<file path="src/rtl/div_ctrl_pkg.sv">
// Shared definitions for the iterative divider controller.
package div_ctrl_pkg;

  typedef enum logic [1:0] {
    DIV_IDLE = 2'b00,
    DIV_BUSY = 2'b01,
    DIV_DONE = 2'b10
  } div_state_e;

  // Divide-by-zero quotient; sliced down to the operand width at the use site.
  localparam int unsigned        DIV_MAX_W   = 64;
  localparam logic [DIV_MAX_W-1:0] DIV_DBZ_QUO = '1;

endpackage

</file>
<file path="src/rtl/div_ctrl_if.sv">
// Execute-stage divide request/result bundle between pipeline and divider.
interface div_ctrl_if #(
  parameter int unsigned WIDTH = 32
);
  logic               start_i;
  logic               signed_i;
  logic [WIDTH-1:0]   a_i;
  logic [WIDTH-1:0]   b_i;
  logic               annul_i;
  logic               stall_o;
  logic               ready_o;
  logic [2*WIDTH-1:0] result_o;

  modport master (
    output start_i, signed_i, a_i, b_i, annul_i,
    input  stall_o, ready_o, result_o
  );

  modport slave (
    input  start_i, signed_i, a_i, b_i, annul_i,
    output stall_o, ready_o, result_o
  );
endinterface

</file>
<file path="src/rtl/div_ctrl_step.sv">
// One radix-2 restoring division iteration on unsigned magnitudes.
module div_step #(
  parameter int unsigned WIDTH = 32
) (
  input  logic [WIDTH-1:0] rem_i,
  input  logic [WIDTH-1:0] quo_i,
  input  logic [WIDTH-1:0] div_i,
  output logic [WIDTH-1:0] rem_o,
  output logic [WIDTH-1:0] quo_o
);
  import div_ctrl_pkg::*;

  logic [WIDTH:0] shifted;
  logic           take;

  always_comb begin
    shifted = {rem_i, quo_i[WIDTH-1]};
    take    = shifted >= {1'b0, div_i};
    // rem < div on entry, so the difference always fits back in WIDTH bits
    rem_o   = take ? WIDTH'(shifted - {1'b0, div_i}) : shifted[WIDTH-1:0];
    quo_o   = {quo_i[WIDTH-2:0], take};
  end

endmodule

</file>
<file path="src/rtl/div_ctrl.sv">
// Multi-cycle DIV/DIVU sequencer: drives the E-stage stall and presents {HI, LO}.
module div_ctrl #(
  parameter int unsigned WIDTH = 32,
  parameter int unsigned CNT_W = 6
) (
  input  logic       clk,
  input  logic       rst,
  div_ctrl_if.slave  bus
);
  import div_ctrl_pkg::*;

  div_state_e       state_q, state_d;
  logic [WIDTH-1:0] rem_q, rem_d;
  logic [WIDTH-1:0] quo_q, quo_d;
  logic [WIDTH-1:0] dvs_q, dvs_d;
  logic [CNT_W-1:0] cnt_q, cnt_d;
  logic             qneg_q, qneg_d;
  logic             rneg_q, rneg_d;
  logic             dbz_q, dbz_d;

  logic             a_neg, b_neg;
  logic [WIDTH-1:0] a_abs, b_abs;
  logic [WIDTH-1:0] step_rem, step_quo;
  logic [WIDTH-1:0] rem_fix, quo_fix;

  div_step #(.WIDTH(WIDTH)) u_step (
    .rem_i (rem_q),
    .quo_i (quo_q),
    .div_i (dvs_q),
    .rem_o (step_rem),
    .quo_o (step_quo)
  );

  always_comb begin
    a_neg = bus.signed_i & bus.a_i[WIDTH-1];
    b_neg = bus.signed_i & bus.b_i[WIDTH-1];
    a_abs = a_neg ? ('0 - bus.a_i) : bus.a_i;
    b_abs = b_neg ? ('0 - bus.b_i) : bus.b_i;
  end

  always_comb begin
    state_d = state_q;
    rem_d   = rem_q;
    quo_d   = quo_q;
    dvs_d   = dvs_q;
    cnt_d   = cnt_q;
    qneg_d  = qneg_q;
    rneg_d  = rneg_q;
    dbz_d   = dbz_q;

    if (bus.annul_i) begin
      state_d = DIV_IDLE;
    end else begin
      unique case (state_q)
        DIV_IDLE: begin
          if (bus.start_i) begin
            qneg_d = a_neg ^ b_neg;
            rneg_d = a_neg;
            dvs_d  = b_abs;
            cnt_d  = '0;
            if (bus.b_i == '0) begin
              rem_d   = bus.a_i;
              quo_d   = DIV_DBZ_QUO[WIDTH-1:0];
              dbz_d   = 1'b1;
              state_d = DIV_DONE;
            end else begin
              rem_d   = '0;
              quo_d   = a_abs;
              dbz_d   = 1'b0;
              state_d = DIV_BUSY;
            end
          end
        end
        DIV_BUSY: begin
          rem_d = step_rem;
          quo_d = step_quo;
          cnt_d = cnt_q + CNT_W'(1);
          if (cnt_q == CNT_W'(WIDTH - 1)) begin
            state_d = DIV_DONE;
          end
        end
        DIV_DONE: state_d = DIV_IDLE;
        default:  state_d = DIV_IDLE;
      endcase
    end
  end

  always_ff @(posedge clk or posedge rst) begin
    if (rst) begin
      state_q <= DIV_IDLE;
      rem_q   <= '0;
      quo_q   <= '0;
      dvs_q   <= '0;
      cnt_q   <= '0;
      qneg_q  <= 1'b0;
      rneg_q  <= 1'b0;
      dbz_q   <= 1'b0;
    end else begin
      state_q <= state_d;
      rem_q   <= rem_d;
      quo_q   <= quo_d;
      dvs_q   <= dvs_d;
      cnt_q   <= cnt_d;
      qneg_q  <= qneg_d;
      rneg_q  <= rneg_d;
      dbz_q   <= dbz_d;
    end
  end

  // Sign fix-up stays combinational on the held registers, so result_o is
  // stable between operations and reads as zero straight out of reset.
  always_comb begin
    rem_fix = rneg_q ? ('0 - rem_q) : rem_q;
    quo_fix = qneg_q ? ('0 - quo_q) : quo_q;
  end

  // rst gating keeps the stall low while reset is held with start_i high.
  assign bus.stall_o  = ~rst & ~bus.annul_i &
                        (((state_q == DIV_IDLE) & bus.start_i) | (state_q == DIV_BUSY));
  assign bus.ready_o  = (state_q == DIV_DONE) & ~bus.annul_i;
  assign bus.result_o = dbz_q ? {rem_q, quo_q} : {rem_fix, quo_fix};

endmodule
</file>
<file path="src/flat_wrapper.sv">
// flat-port wrapper written by rule: the top's interface ports become plain ports
module div_ctrl_flat import div_ctrl_pkg::*;
#(
  parameter int unsigned WIDTH = 32,
  parameter int unsigned CNT_W = 6
)
  (clk, rst, bus_start_i, bus_signed_i, bus_a_i, bus_b_i, bus_annul_i, bus_stall_o, bus_ready_o, bus_result_o);
  div_ctrl_if #(.WIDTH(WIDTH)) bus_i ();
  input  logic clk;
  input  logic rst;
  input wire logic [$bits(bus_i.start_i)-1:0] bus_start_i;
  input wire logic [$bits(bus_i.signed_i)-1:0] bus_signed_i;
  input wire logic [$bits(bus_i.a_i)-1:0] bus_a_i;
  input wire logic [$bits(bus_i.b_i)-1:0] bus_b_i;
  input wire logic [$bits(bus_i.annul_i)-1:0] bus_annul_i;
  output wire logic [$bits(bus_i.stall_o)-1:0] bus_stall_o;
  output wire logic [$bits(bus_i.ready_o)-1:0] bus_ready_o;
  output wire logic [$bits(bus_i.result_o)-1:0] bus_result_o;
  assign bus_i.start_i = bus_start_i;
  assign bus_i.signed_i = bus_signed_i;
  assign bus_i.a_i = bus_a_i;
  assign bus_i.b_i = bus_b_i;
  assign bus_i.annul_i = bus_annul_i;
  assign bus_stall_o = bus_i.stall_o;
  assign bus_ready_o = bus_i.ready_o;
  assign bus_result_o = bus_i.result_o;
  div_ctrl #(.WIDTH(WIDTH), .CNT_W(CNT_W)) u_core (.clk(clk), .rst(rst), .bus(bus_i));
endmodule
</file>
<file path="config.mk">
export PLATFORM = sky130hd
export DESIGN_NAME = div_ctrl_flat
export DESIGN_NICKNAME = d
export VERILOG_FILES = /design/src/rtl/div_ctrl_pkg.sv /design/src/rtl/div_ctrl_if.sv /design/src/rtl/div_ctrl_step.sv /design/src/rtl/div_ctrl.sv /design/src/flat_wrapper.sv
export SDC_FILE = /design/constraint.sdc
export NUM_CORES = 1
export LEC_CHECK = 0
export CORE_MARGIN = 3
export CORE_UTILIZATION = 50
export CTS_BUF_LIST = sky130_fd_sc_hd__clkbuf_2 sky130_fd_sc_hd__clkbuf_4 sky130_fd_sc_hd__clkbuf_8
export CTS_CLUSTER_SIZE = 12
export DETAILED_ROUTE_END_ITERATION = 16
export GPL_TIMING_DRIVEN = 0
export PLACE_DENSITY = 0.74
export REMOVE_ABC_BUFFERS = 1
export SKIP_CTS_REPAIR_TIMING = 1
export SYNTH_ARGS = -nofsm -noshare
export SYNTH_HDL_FRONTEND = slang
export SYNTH_SLANG_ARGS = --single-unit
export TNS_END_PERCENT = 30
</file>
<file path="constraint.sdc">
create_clock -name clk -period 4 [get_ports clk]
set_input_delay 0.6 -clock clk [delete_from_list [all_inputs] [get_ports clk]]
set_output_delay 0.6 -clock clk [all_outputs]
set_load 0.005 [all_outputs]
</file>
==> qor.csv <==
stage,metric,value,unit
outcome,status,"complete, but fails checks",
outcome,failing checks,setup timing,
finish,"commonest cells after routing, fill and taps aside","131 x clkdlybuf4s50_1, 129 x nand2_1, 125 x a21oi_1",
detailed_routing,final WL,28200,um
global_routing,met3 usage in global routing,3.25,%
yosys,Mapped Cells,1278,
finish,Inserted Diodes,0,
critical_path,max incr delay on CP,0.58,ns
placement,Post-DP HPWL,21300,um
floorplan,I/O Pins,135,
power,worst vdd ir,0.327,mV
sta,endpoints failing hold,0,
min_path,HP Class,flop to flop,
placement,DP Area,11100,um^2
detailed_routing,Routed wire per std cell,17.4,um
global_routing,final global-route overflow total,0,
floorplan,CORE AREA,18800,um^2
finish,"most common cell after layout, fill and taps aside",clkdlybuf4s50_1,
sta,Clock Skew,0.0132,ns
critical_path,crit path cell chain,"or4_4, nor4_2, and3b_2, nand2_1, or4_4, o31ai_2, xnor2_1, clkdlybuf4s50_1",
critical_path,Critical R2R Launch,u_core.rem_q[13],
detailed_routing,Vias,9535,
critical_path,worst-path fanout max,4,
job,Max Cap Viol,0,
cts,clk root buf,clkbuf_8,
global_routing,routing usage on met2,42.2,%
cts,CTS H-Tree Depth,3,
sta,Fmax,248,MHz
sta,Min Hold Slack,0.488,ns
yosys,Syn Std Cell Area,9640,um^2
global_routing,largest net degree at the start of global routing,102,
cts,CTS tree,done,
yosys,"Seq/Total Area, Yosys",27.8,%
detailed_routing,drt drc,0,
global_routing,vias in the first global route,8601,
global_routing,busiest grt layer,met2,
cts,Clock Sinks,107,
cts,clk buf depth,2,
yosys,Post-synth EDFFs,0,
power,Tot Pwr,0.00823,W
finish,final net count,1466,
sta,worst-margin pin slew,1.32,ns
floorplan,Chip Height,145,um
critical_path,most frequent CP cell,or4_4,
critical_path,Startpoint Class,flop,
yosys,library cells used by synthesis,73,
yosys,main flop type after synthesis,dfrtp_1,
detailed_routing,vias per cell,5.87,
floorplan,# rows,50,
critical_path,CP Data Arrival Time,3.44,ns
cts,Clock transition at path regs,0.11,ns
cts,worst skew pair latency,0.40,ns
finish,Area Overhead vs Synth,19.8,%
power,Pwr per Cell Area,713,nW/um^2
yosys,Mapped Avg Cell Area,7.54,um^2
sta,Pins Over Slew Limit,0,
sta,RSZ-0062 raised after global routing,yes,
placement,pre-CTS WS,-0.628,ns
yosys,asr flop ratio synth,100,%
detailed_routing,drt pass-1 iters,5,
power,Lkg Pwr,4.66,nW
global_routing,number of antenna violations at the first check in global routing,0,
critical_path,CP Launch Point,u_core.rem_q[9],
critical_path,CP required,3.40,ns
placement,Placer Congestion,0.927,
finish,design area,11500,um^2
yosys,Synth Register Bits,107,
min_path,min-delay src,u_core.dvs_q[22],
global_routing,GRT Util Overall,26.8,%
detailed_routing,Iter 0 DRT Violations,875,
sta,Setup-failing EPs final,2,
placement,Port Buf Inserts,134,
critical_path,CP Capture Type,output port,
global_routing,global-route wire length before repair,45400,um
cts,total CTS buffers,9,
global_routing,M1 GR Usage,39.0,%
critical_path,CP max-delay cell,or4_4,
finish,share of layout cells above drive strength 1,5.94,%
floorplan,initial core utilization,51.2,%
floorplan,die footprint,21000,um^2
critical_path,Crit Path Class,flop to output port,
sta,minimum clock period,4.04,ns
sta,Tcrit/Tclk final,101,%
sta,Worst slew margin,11.5,%
sta,Setup WS post-layout,-0.0385,ns
yosys,synth warn,0,
detailed_routing,Final ANT Viol Nets,0,
floorplan,Die W,145,um
finish,# fillers,1702,
power by group:
part | switching, W | total (W) | internal, W | leakage (nW)
Clock | 0.000445 | 0.000753 | 0.000308 | 0.109
Combinational | 0.00294 | 0.00542 | 0.00248 | 3.28
Sequential | 0.000608 | 0.00207 | 0.00146 | 1.27
layout make-up:
class	count	area [um^2]	area share, %
multi-input combinational	1040	6620	57.3
clock inverter	7	92.6	0.802
sequential	107	2690	23.3
tap	260	325	2.82
timing repair buffer	143	1490	12.9
clock buffer	9	124	1.07
inverter	58	220	1.91
per-stage QoR:
| step | instances | util [%] | TNS (ns) |
|---|---|---|---|
| 3_5_place_dp | 1605 | 59.2 | -18.09 |
| 3_3_place_gp | 1599 | 58.5 | -270.64 |
| 6_report | 1624 | 61.3 | -0.0663 |
| 2_1_floorplan | 1205 | - | -12.32 |
| 4_1_cts | 1621 | 60.3 | -19.85 |
| 5_1_grt | 1624 | 61.3 | -0.589 |
cells by family (layout without fill, tap and decap cells):
group                    after synthesis  count (layout)  synth area share, %
AO/OA/AOI/OAI                        410             410                 25.8
XOR/XNOR                             141             141                 12.8
adder cells (fa/ha/maj)               38              38                 5.01
buffers and inverters                131             217                 5.31
flip-flops                           107             107                 27.8
multiplexers                           3               3                0.325
AND/OR/NAND/NOR                      448             448                 22.9
cells in the mapped netlist, drive strengths merged (2+ instances only):
cell type / number / share of area [%]
o31a: 6 / 0.55
o211a: 2 / 0.21
a211oi: 17 / 1.4
o22ai: 7 / 0.45
a22oi: 6 / 0.47
clkbuf: 57 / 2.2
o21bai: 4 / 0.31
nor3b: 4 / 0.31
a21oi: 125 / 6.5
nand3: 34 / 1.8
nor2b: 7 / 0.45
a31oi: 28 / 1.8
o31ai: 21 / 1.6
xor2: 69 / 6.3
o2111ai: 3 / 0.27
mux2i: 2 / 0.21
nand2: 130 / 5.1
and4: 3 / 0.27
or3: 15 / 0.97
dfrtp: 107 / 28
nor2: 120 / 4.9
a211o: 5 / 0.45
and3: 13 / 0.84
o21ai: 127 / 6.6
o41ai: 10 / 1.1
nor4b: 4 / 0.36
a311oi: 7 / 0.64
nor3: 48 / 2.5
xnor2: 72 / 6.5
o211ai: 12 / 0.93
a221oi: 2 / 0.18
a2111oi: 2 / 0.18
buf: 16 / 0.83
a21o: 15 / 1.2
nand4: 12 / 0.84
ha: 37 / 4.8
nor4: 16 / 1.5
or4: 11 / 0.90
nand2b: 13 / 0.84
and3b: 2 / 0.18
o21a: 4 / 0.31
inv: 58 / 2.3
and2: 4 / 0.26
or2: 6 / 0.39
worst max-delay path: cells and delay by family (launching register included):
family / cells / cell delay (ns)
AOI/OAI and AO/OA: 1 / 0.23
and+or+nand+nor: 5 / 1.69
DFF: 1 / 0.45
buffers and inverters: 1 / 0.52
xor gates and xnor gates: 1 / 0.15
metal layers:
metal / up-vias / share of wire, %
li1: 4763 / -
met1: 4328 / 45
met2: 390 / 46
met3: 54 / 6.7
met4: 0 / 2.5
met5: - / 0
flip-flops by register name, summed over array words and instances (netlist names):
signal          count
u_core.quo_q       32
u_core.dvs_q       32
u_core.rneg_q       1
u_core.qneg_q       1
u_core.rem_q       32
u_core.dbz_q        1
u_core.cnt_q        6
u_core.state_q      2
final timing paths:
kind,to,depth (start not counted),slack (ns)
max in group asynchronous,u_core.quo_q[2],3,2.58
worst max register to register,u_core.rem_q[26],9,0.38
min in group asynchronous,u_core.rem_q[31],2,0.71
worst min-delay path,u_core.dvs_q[22],2,0.49
worst max-delay path,bus_result_o[60],8,-0.04
worst min register to register,u_core.dvs_q[22],2,0.49
No activity file was read; power rests on OpenSTA's default activity.
